===== src/rtl/pc_sequencer_if.sv =====
// Fetch-port and execute-unit handshake bundle for pc_sequencer.
// The master side is the sequencer, the slave side is memory plus execute unit.
interface pc_sequencer_if;
    logic        mem_req;
    logic [15:0] mem_addr;
    logic [15:0] mem_rdata;
    logic        mem_ready;
    logic        exec_start;
    logic        exec_done;

    modport master (
        output mem_req,
        output mem_addr,
        output exec_start,
        input  mem_rdata,
        input  mem_ready,
        input  exec_done
    );

    modport slave (
        input  mem_req,
        input  mem_addr,
        input  exec_start,
        output mem_rdata,
        output mem_ready,
        output exec_done
    );
endinterface


===== src/rtl/pc_sequencer.sv =====
// SLC-3 fetch/decode sequencer: owns PC and IR, resolves control flow,
// and hands every remaining opcode to the execute unit.
module pc_sequencer #(
    parameter logic [15:0] RESET_PC  = 16'h0000,
    parameter logic [7:0]  HALT_VECT = 8'h25
) (
    input  logic           Clk,
    input  logic           Reset,
    input  logic           Run,
    input  logic           Continue,
    pc_sequencer_if.master hs,
    input  logic [2:0]     nzp,
    input  logic [15:0]    adder_out,
    input  logic [15:0]    bus_in,
    output logic [1:0]     pcmux_sel,
    output logic           ld_pc,
    output logic [15:0]    pc,
    output logic [15:0]    ir,
    output logic           r7_we,
    output logic [15:0]    r7_wdata,
    output logic           halted,
    output logic           paused
);

    typedef enum logic [2:0] {
        S_IDLE,
        S_FETCH,
        S_DECODE,
        S_EXEC,
        S_PAUSE
    } state_t;

    state_t      state;
    state_t      state_n;
    logic        continue_q;
    logic        mem_req;
    logic        exec_start;
    logic        ir_ld;
    logic [15:0] pc_mux;

    logic [3:0] opcode;
    logic       is_br;
    logic       is_jmp;
    logic       is_jsr;
    logic       is_pse;
    logic       is_halt;

    assign opcode  = ir[15:12];
    assign is_br   = (opcode == 4'b0000);
    assign is_jmp  = (opcode == 4'b1100);
    assign is_jsr  = (opcode == 4'b0100);
    assign is_pse  = (opcode == 4'b1101);
    assign is_halt = (opcode == 4'b1111) && (ir[7:0] == HALT_VECT);

    always_ff @(posedge Clk or posedge Reset) begin
        if (Reset) begin
            state <= S_IDLE;
        end else begin
            state <= state_n;
        end
    end

    always_comb begin
        state_n    = state;
        ld_pc      = 1'b0;
        pcmux_sel  = 2'b00;
        r7_we      = 1'b0;
        exec_start = 1'b0;
        mem_req    = 1'b0;
        ir_ld      = 1'b0;
        unique case (state)
            S_IDLE: begin
                if (Run) state_n = S_FETCH;
            end
            S_FETCH: begin
                mem_req = 1'b1;
                if (hs.mem_ready) begin
                    ir_ld   = 1'b1;
                    ld_pc   = 1'b1;
                    state_n = S_DECODE;
                end
            end
            S_DECODE: begin
                state_n = S_FETCH;
                unique case (1'b1)
                    is_br: begin
                        ld_pc     = |(ir[11:9] & nzp);
                        pcmux_sel = ld_pc ? 2'b01 : 2'b00;
                    end
                    is_jmp: begin
                        ld_pc     = 1'b1;
                        pcmux_sel = 2'b10;
                    end
                    // JSRR R7 sees the old R7 on bus_in; the link lands at this edge
                    is_jsr: begin
                        r7_we     = 1'b1;
                        ld_pc     = 1'b1;
                        pcmux_sel = ir[11] ? 2'b01 : 2'b10;
                    end
                    is_pse:  state_n = S_PAUSE;
                    is_halt: state_n = S_IDLE;
                    default: begin
                        exec_start = 1'b1;
                        state_n    = S_EXEC;
                    end
                endcase
            end
            S_EXEC: begin
                if (hs.exec_done) state_n = S_FETCH;
            end
            S_PAUSE: begin
                if (Continue && !continue_q) state_n = S_FETCH;
            end
            default: state_n = S_IDLE;
        endcase
    end

    always_comb begin
        unique case (pcmux_sel)
            2'b00:   pc_mux = pc + 16'd1;
            2'b01:   pc_mux = adder_out;
            2'b10:   pc_mux = bus_in;
            default: pc_mux = 16'h0000;
        endcase
    end

    always_ff @(posedge Clk or posedge Reset) begin
        if (Reset) begin
            pc         <= RESET_PC;
            ir         <= 16'h0000;
            continue_q <= 1'b0;
        end else begin
            continue_q <= Continue;
            if (ld_pc) pc <= pc_mux;
            if (ir_ld) ir <= hs.mem_rdata;
        end
    end

    assign hs.mem_req    = mem_req;
    assign hs.mem_addr   = mem_req ? pc : 16'h0000;
    assign hs.exec_start = exec_start;
    assign r7_wdata      = r7_we ? pc : 16'h0000;
    assign halted        = (state == S_IDLE);
    assign paused        = (state == S_PAUSE);

endmodule


===== src/flat_wrapper.sv =====
// flat-port wrapper written by rule: the top's interface ports become plain ports
module pc_sequencer_flat 
#(
    parameter logic [15:0] RESET_PC  = 16'h0000,
    parameter logic [7:0]  HALT_VECT = 8'h25
)
  (Clk, Reset, Run, Continue, nzp, adder_out, bus_in, pcmux_sel, ld_pc, pc, ir, r7_we, r7_wdata, halted, paused, hs_mem_req, hs_mem_addr, hs_exec_start, hs_mem_rdata, hs_mem_ready, hs_exec_done);
  pc_sequencer_if hs_i ();
  input  logic Clk;
  input  logic Reset;
  input  logic Run;
  input  logic Continue;
  input  logic [2:0] nzp;
  input  logic [15:0] adder_out;
  input  logic [15:0] bus_in;
  output logic [1:0] pcmux_sel;
  output logic ld_pc;
  output logic [15:0] pc;
  output logic [15:0] ir;
  output logic r7_we;
  output logic [15:0] r7_wdata;
  output logic halted;
  output logic paused;
  output wire logic [$bits(hs_i.mem_req)-1:0] hs_mem_req;
  output wire logic [$bits(hs_i.mem_addr)-1:0] hs_mem_addr;
  output wire logic [$bits(hs_i.exec_start)-1:0] hs_exec_start;
  input wire logic [$bits(hs_i.mem_rdata)-1:0] hs_mem_rdata;
  input wire logic [$bits(hs_i.mem_ready)-1:0] hs_mem_ready;
  input wire logic [$bits(hs_i.exec_done)-1:0] hs_exec_done;
  assign hs_mem_req = hs_i.mem_req;
  assign hs_mem_addr = hs_i.mem_addr;
  assign hs_exec_start = hs_i.exec_start;
  assign hs_i.mem_rdata = hs_mem_rdata;
  assign hs_i.mem_ready = hs_mem_ready;
  assign hs_i.exec_done = hs_exec_done;
  pc_sequencer #(.RESET_PC(RESET_PC), .HALT_VECT(HALT_VECT)) u_core (.Clk(Clk), .Reset(Reset), .Run(Run), .Continue(Continue), .hs(hs_i), .nzp(nzp), .adder_out(adder_out), .bus_in(bus_in), .pcmux_sel(pcmux_sel), .ld_pc(ld_pc), .pc(pc), .ir(ir), .r7_we(r7_we), .r7_wdata(r7_wdata), .halted(halted), .paused(paused));
endmodule

===== config.mk =====
export PLATFORM = sky130hd
export DESIGN_NAME = pc_sequencer_flat
export DESIGN_NICKNAME = d
export VERILOG_FILES = /design/src/rtl/pc_sequencer_if.sv /design/src/rtl/pc_sequencer.sv /design/src/flat_wrapper.sv
export SDC_FILE = /design/constraint.sdc
export NUM_CORES = 1
export LEC_CHECK = 0
export BUFFER_PORTS_ARGS = -buffer_cell sky130_fd_sc_hd__buf_2
export CAP_MARGIN = 25
export CORE_MARGIN = 2
export CORE_UTILIZATION = 30
export CTS_CLUSTER_DIAMETER = 80
export CTS_CLUSTER_SIZE = 14
export DETAILED_ROUTE_END_ITERATION = 16
export PLACE_DENSITY = 0.71
export RECOVER_POWER = 25
export SYNTH_ARGS = -nofsm -noshare
export SYNTH_HDL_FRONTEND = slang
export SYNTH_SLANG_ARGS = --single-unit
export TNS_END_PERCENT = 1

===== constraint.sdc =====
create_clock -name Clk -period 1.68 [get_ports Clk]
set_input_delay 0.168 -clock Clk [delete_from_list [all_inputs] [get_ports Clk]]
set_output_delay 0.168 -clock Clk [all_outputs]
set_load 0.02 [all_outputs]

# Word level (Yosys, flattened, before mapping)
# Index checks and enable logic that the tools add are counted.
# op_classes
add_sub_neg	1
eq_ne	15
mux	22
bitwise_logic	1
n_reduce_logical	11
# ops
op	n
$pmux W16 S3	1
$mux W16	2
$add A16 B1 Y16 const B	1
$pmux W3 S5	1
$eq A4 B4 Y1 const B	3
$mux W3	4
$pmux W3 S3	1
$eq A8 B6 Y1 const B	1
$mux W1	8
$eq A3 B2 Y1 const B	2
$ne A2 B2 Y1 const B	3
$pmux W2 S3	1
$reduce_or A3 Y1	2
$reduce_or A5 Y1	1
$eq A4 B3 Y1 const B	1
$logic_not A4 Y1	1
$mux W2	2
$pmux W1 S2	2
$reduce_and A4 Y1	1
$and A3 B3 Y3	1
$eq A3 B1 Y1 const B	1
$eq A3 B3 Y1 const B	1
$logic_not A3 Y1	1
$eq A2 B1 Y1 const B	1
other kinds (6)	7
# word_totals
regBits	36
input_bits	57
out_inout_bits	72
word_cells	54

# Depth between registers and ports, before layout
# logic_depth
depth_word	7
depth_mapped	9
mapped_depth_nobuf	6

# Worst setup path before layout
# No wires, ideal clock.
# synth_timing
path_kind	flip-flop to flip-flop
start	register u_core.pc[2]
end	register u_core.pc[15]
setup_time_ns	0.129
t_arrival_ns	1.897
required_time_ns	1.551
slack_ns	-0.346
path_stages_with_launch	7
period_less_slack_ns	2.026
cell_sequence	dfrtp_1 clkbuf_1 nand4_1 nor4_1 mux2_2 a222oi_1 nor2_1
# synth_between
elab_chain_len	2
# synth_lines
element	line	source
start: declaration	pc_sequencer.sv:17	output logic [15:0] pc,
start signal: assignment	pc_sequencer.sv:134	if (ld_pc) pc <= pc_mux;
$add A16 B1 Y16	pc_sequencer.sv:120	2'b00: pc_mux = pc + 16'd1;
$pmux W16 S3	pc_sequencer.sv:119	unique case (pcmux_sel)
# Every way passes these cells.
# A chain may end at the register's enable or synchronous reset.

# Worst setup path in the final report
# layout_timing
start	register u_core.ir[3]
end	output port hs_exec_start
# layout_between
elab_chain_len	5
# layout_lines
element	line	source
start: declaration	pc_sequencer.sv:18	output logic [15:0] ir,
start signal: assignment	pc_sequencer.sv:135	if (ir_ld) ir <= hs.mem_rdata;
$eq A8 B6 Y1	pc_sequencer.sv:53	assign is_halt = (opcode == 4'b1111) && (ir[7:0] == HALT_VECT);
$logic_and A1 B1 Y1	pc_sequencer.sv:53	
$reduce_or A5 Y1 (no line)	--	
$mux W1	pc_sequencer.sv:85	unique case (1'b1)
$mux W1	pc_sequencer.sv:71	unique case (state)
end: declaration	flat_wrapper.sv:26	output wire logic [$bits(hs_i.exec_start)-1:0] hs_exec_start;
# Every way passes these cells.

==> flow_summary.rst <==
.. list-table::
   :header-rows: 1

   * - Metric
     - Value
   * - DR pass1 iterations
     - 5
   * - Number of clock buffers inserted by TritonCTS
     - 5
   * - Aggregate global routing overflow
     - 0
   * - Mux share of post-synthesis cell area
     - 0.0281
   * - Worst r2r dst
     - u_core.pc[10]
   * - Worst clock skew
     - 6.74 ps
   * - Maximum buffer depth of the clock tree
     - 2
   * - Number of I/O pins
     - 129
   * - Time the final worst path needs with I/O delays and setup
     - 2170 ps
   * - Fill cell instance count of the final layout
     - 731
   * - Power Density
     - 1320 mW/mm²
   * - Cell count of the worst reg-to-reg path
     - 6
   * - Number of cells on the worst hold path
     - 3
   * - Number of instances in the synthesized netlist
     - 292
   * - CTS root buffer
     - clkbuf_8
   * - Worst setup SP type
     - flip-flop
   * - Sequential area share after synthesis
     - 0.375
   * - Normalized max-slew margin
     - 0.359
   * - Ranking of synthesized cells by area
     - dfrtp_1, nand2_1, and2_1, nor2_1, a222oi_1
   * - Number of flops mapped to enable cells by yosys
     - 0
   * - Antenna violations before repair
     - 0
   * - Met1 GRT Util
     - 0.251
   * - Fraction of the mapped netlist area in adder cells
     - 0.00521
   * - Type of destination of the critical path
     - primary output
   * - Failing checks
     - setup timing
   * - Clk_lat worst skew
     - 290 ps
   * - Arrival time of the worst setup path
     - 2010 ps
   * - Total global routing track utilization
     - 0.195
   * - Fraction of registers with async set or reset after synthesis
     - 1.00
   * - Static power due to leakage
     - 1.96 nW
   * - Worst path required time
     - 1510 ps
   * - Max-cap violation count
     - 0
   * - Yosys synthesis warning count
     - 0
   * - Count of antenna diodes in the layout
     - 0
   * - CTS tree
     - done
   * - Grt met3 use
     - 0.0330
   * - Number of nets in the final layout
     - 526
   * - Horiz. Die Dim
     - 93.5 µm
   * - Most frequently used flop master after synthesis
     - dfrtp_1
   * - Top fanout value on the critical path
     - 3
   * - Worst reg2reg startpoint
     - u_core.pc[5]
   * - Most common cell in the synthesized netlist
     - nand2_1
   * - Detailed Route WL
     - 8730 µm
   * - Count of clock tree sinks
     - 36
   * - Pin count of the biggest net entering global routing
     - 37
   * - Count of endpoints failing hold in the final timing report
     - 0
   * - GRT met2 Usage
     - 0.331
   * - Fin worst setup slack
     - -494 ps
   * - Antenna-violating nets left
     - 0
   * - 1st-iter DRT viols
     - 167
   * - Hold Path Origin
     - hs_mem_rdata[11]
   * - Post-DP HPWL
     - 6470 µm
   * - Area fraction in and, or, nand and nor cells after synthesis
     - 0.346
   * - Endpoint of the worst hold path
     - u_core.ir[11]
   * - Detail-routed via count per cell
     - 5.00
   * - RSZ-0062 raised after global routing
     - true
   * - Core outline area
     - 0.00773 mm²
   * - Achievable Freq
     - 460 MHz
   * - Xor and xnor fraction of the mapped netlist area
     - 0
   * - Slack of the worst reg-to-reg path
     - -210 ps
   * - Fraction of final layout cells with drive strength greater than 1
     - 0.525
   * - Number of global-route vias before repair
     - 2,810
   * - Total of endpoints with negative setup slack in the final report
     - 47
   * - Synth Area per Inst
     - 8.22 µm²
   * - Share of the clock period used by the worst path
     - 1.29
   * - Type of the tightest min-delay check
     - input port to flip-flop
   * - Clock slew seen by the registers of the worst setup and hold paths
     - 80 ps
   * - Total number of H-tree levels
     - 2
   * - Post-Synthesis Net Count
     - 350
   * - IO Port Bufs
     - 128
   * - Synthesized area
     - 0.00240 mm²
   * - Initial Utilization
     - 0.311
   * - Worst Tran Pin Value
     - 961 ps
   * - Number of vias after detailed routing
     - 2,856
   * - Cell taking the most area after synthesis
     - dfrtp_1
   * - Yosys top cell area share
     - 0.375
   * - Setup CP Type
     - flip-flop to primary output
   * - Post-synthesis compound-gate area fraction
     - 0.188
   * - Combinational family with the most area after synthesis
     - simple AND/OR/NAND/NOR gates
   * - Total of flip-flops plus latches after synthesis
     - 36
   * - Wire length per cell
     - 15.3 µm
   * - GP Congestion
     - 0.874
   * - Number of max-slew violations in the final report
     - 0
   * - Die height
     - 93.5 µm
   * - Area of the die
     - 0.00873 mm²
   * - Number of rows created at floorplan
     - 32
   * - Setup TNS Final
     - -9440 ps
   * - Post-CTS setup buffer count
     - 0
   * - Maximum vdd ir drop
     - 748 µV
   * - Number of remaining DRC errors
     - 0
   * - Core Util, Final
     - 0.511
   * - Busiest grt layer
     - met2
   * - Result of the run
     - finished, violations left
   * - Most numerous cell types in the synthesized netlist
     - nand2_1, dfrtp_1, nor2_1, and2_1
   * - First-pass GRT wire length
     - 13,500 µm
   * - Area growth from synthesis to final layout
     - 64.6%
   * - Unique cell type count in the Yosys netlist
     - 49
[per-stage QoR]
step | worst slack (ps) | power [mW] | instances | area, µm² | hold WS [ps]
finish | -494 | 5.23 | 571 | 3950 | 65.3
global route | -536 | 5.55 | 571 | 3950 | 79.2
detailed placement | -305 | 4.31 | 561 | 3560 | 293
floorplan | -205 | 3.00 | 292 | 2430 | 199
global placement | -221 | 4.23 | 561 | 3560 | 287
CTS | -514 | 5.17 | 571 | 3890 | 63.6
[layout make-up]
type	instances	area [µm²]	area share
Clock inverter	1	7.51	0.00190
Multi-Input combinational cell	229	1490	0.378
Inverter	7	26.3	0.00665
Sequential cell	36	912	0.231
Timing Repair Buffer	189	1300	0.329
Clock buffer	7	86.3	0.0218
Tap cell	102	128	0.0323
[cells by family (layout without fill, tap and decap cells)]
| group | after synthesis | count (layout) |
|---|---|---|
| flops | 36 | 36 |
| fa+ha+maj | 1 | 1 |
| buf+inv | 27 | 204 |
| compound gates | 54 | 54 |
| mux | 6 | 6 |
| simple gates | 168 | 168 |
[state kept, by name, summed over array words and instances, names as in the netlist]
register,count
u_core.ir,16
u_core.pc,16
u_core.state,3
u_core.continue_q,1
[cell usage in the layout (no fill, tap or decap), types with 8 or more instances in the layout]
| cell | instances |
|---|---|
| dfrtp_2 | 9 |
| buf_6 | 20 |
| a21oi_1 | 8 |
| dfrtp_1 | 27 |
| nand2_1 | 60 |
| buf_2 | 94 |
| buf_4 | 69 |
| and2_1 | 25 |
| a222oi_1 | 9 |
| nor2_1 | 30 |
[metal layers]
| metal | share of wire | up-vias |
|---|---|---|
| li1 | - | 1380 |
| met1 | 0.43 | 1358 |
| met2 | 0.50 | 105 |
| met3 | 0.062 | 13 |
| met4 | 0.015 | 0 |
| met5 | 0 | - |
[power by group]
group,internal [mW],switching (mW)
Sequential,1.14,0.195
Clock,0.334,0.335
Combinational,1.37,1.86
[worst max-delay path: stages, from the launching register on]
cell and delay, ps:
dfrtp_1 400, or4b_4 560, o41ai_4 260, a41oi_1 170, a21boi_2 180, buf_2 160
[repair_timing]
item | 4_1_cts | 5_1_grt
pin swaps | 8 | 5
gates cloned | 0 | 0
gates resized for setup | 66 | 16
setup endpoints to repair | 55 | 56
endpoints found under the hold margin | 31 | 0
hold buffers | 2 | 0
[worst max path at each step]
stage / start / end / slack [ps] / cells past startpoint
CTS: u_core.ir[3] / hs_exec_start / -510 / 5
detailed placement: u_core.ir[3] / hs_exec_start / -300 / 5
floorplan: u_core.ir[9] / u_core.pc[15] / -210 / 5
finish: u_core.ir[3] / hs_exec_start / -490 / 5
global route: u_core.ir[3] / hs_exec_start / -540 / 5
global placement: u_core.ir[3] / hs_exec_start / -220 / 5
No activity file was read; power rests on OpenSTA's default activity.
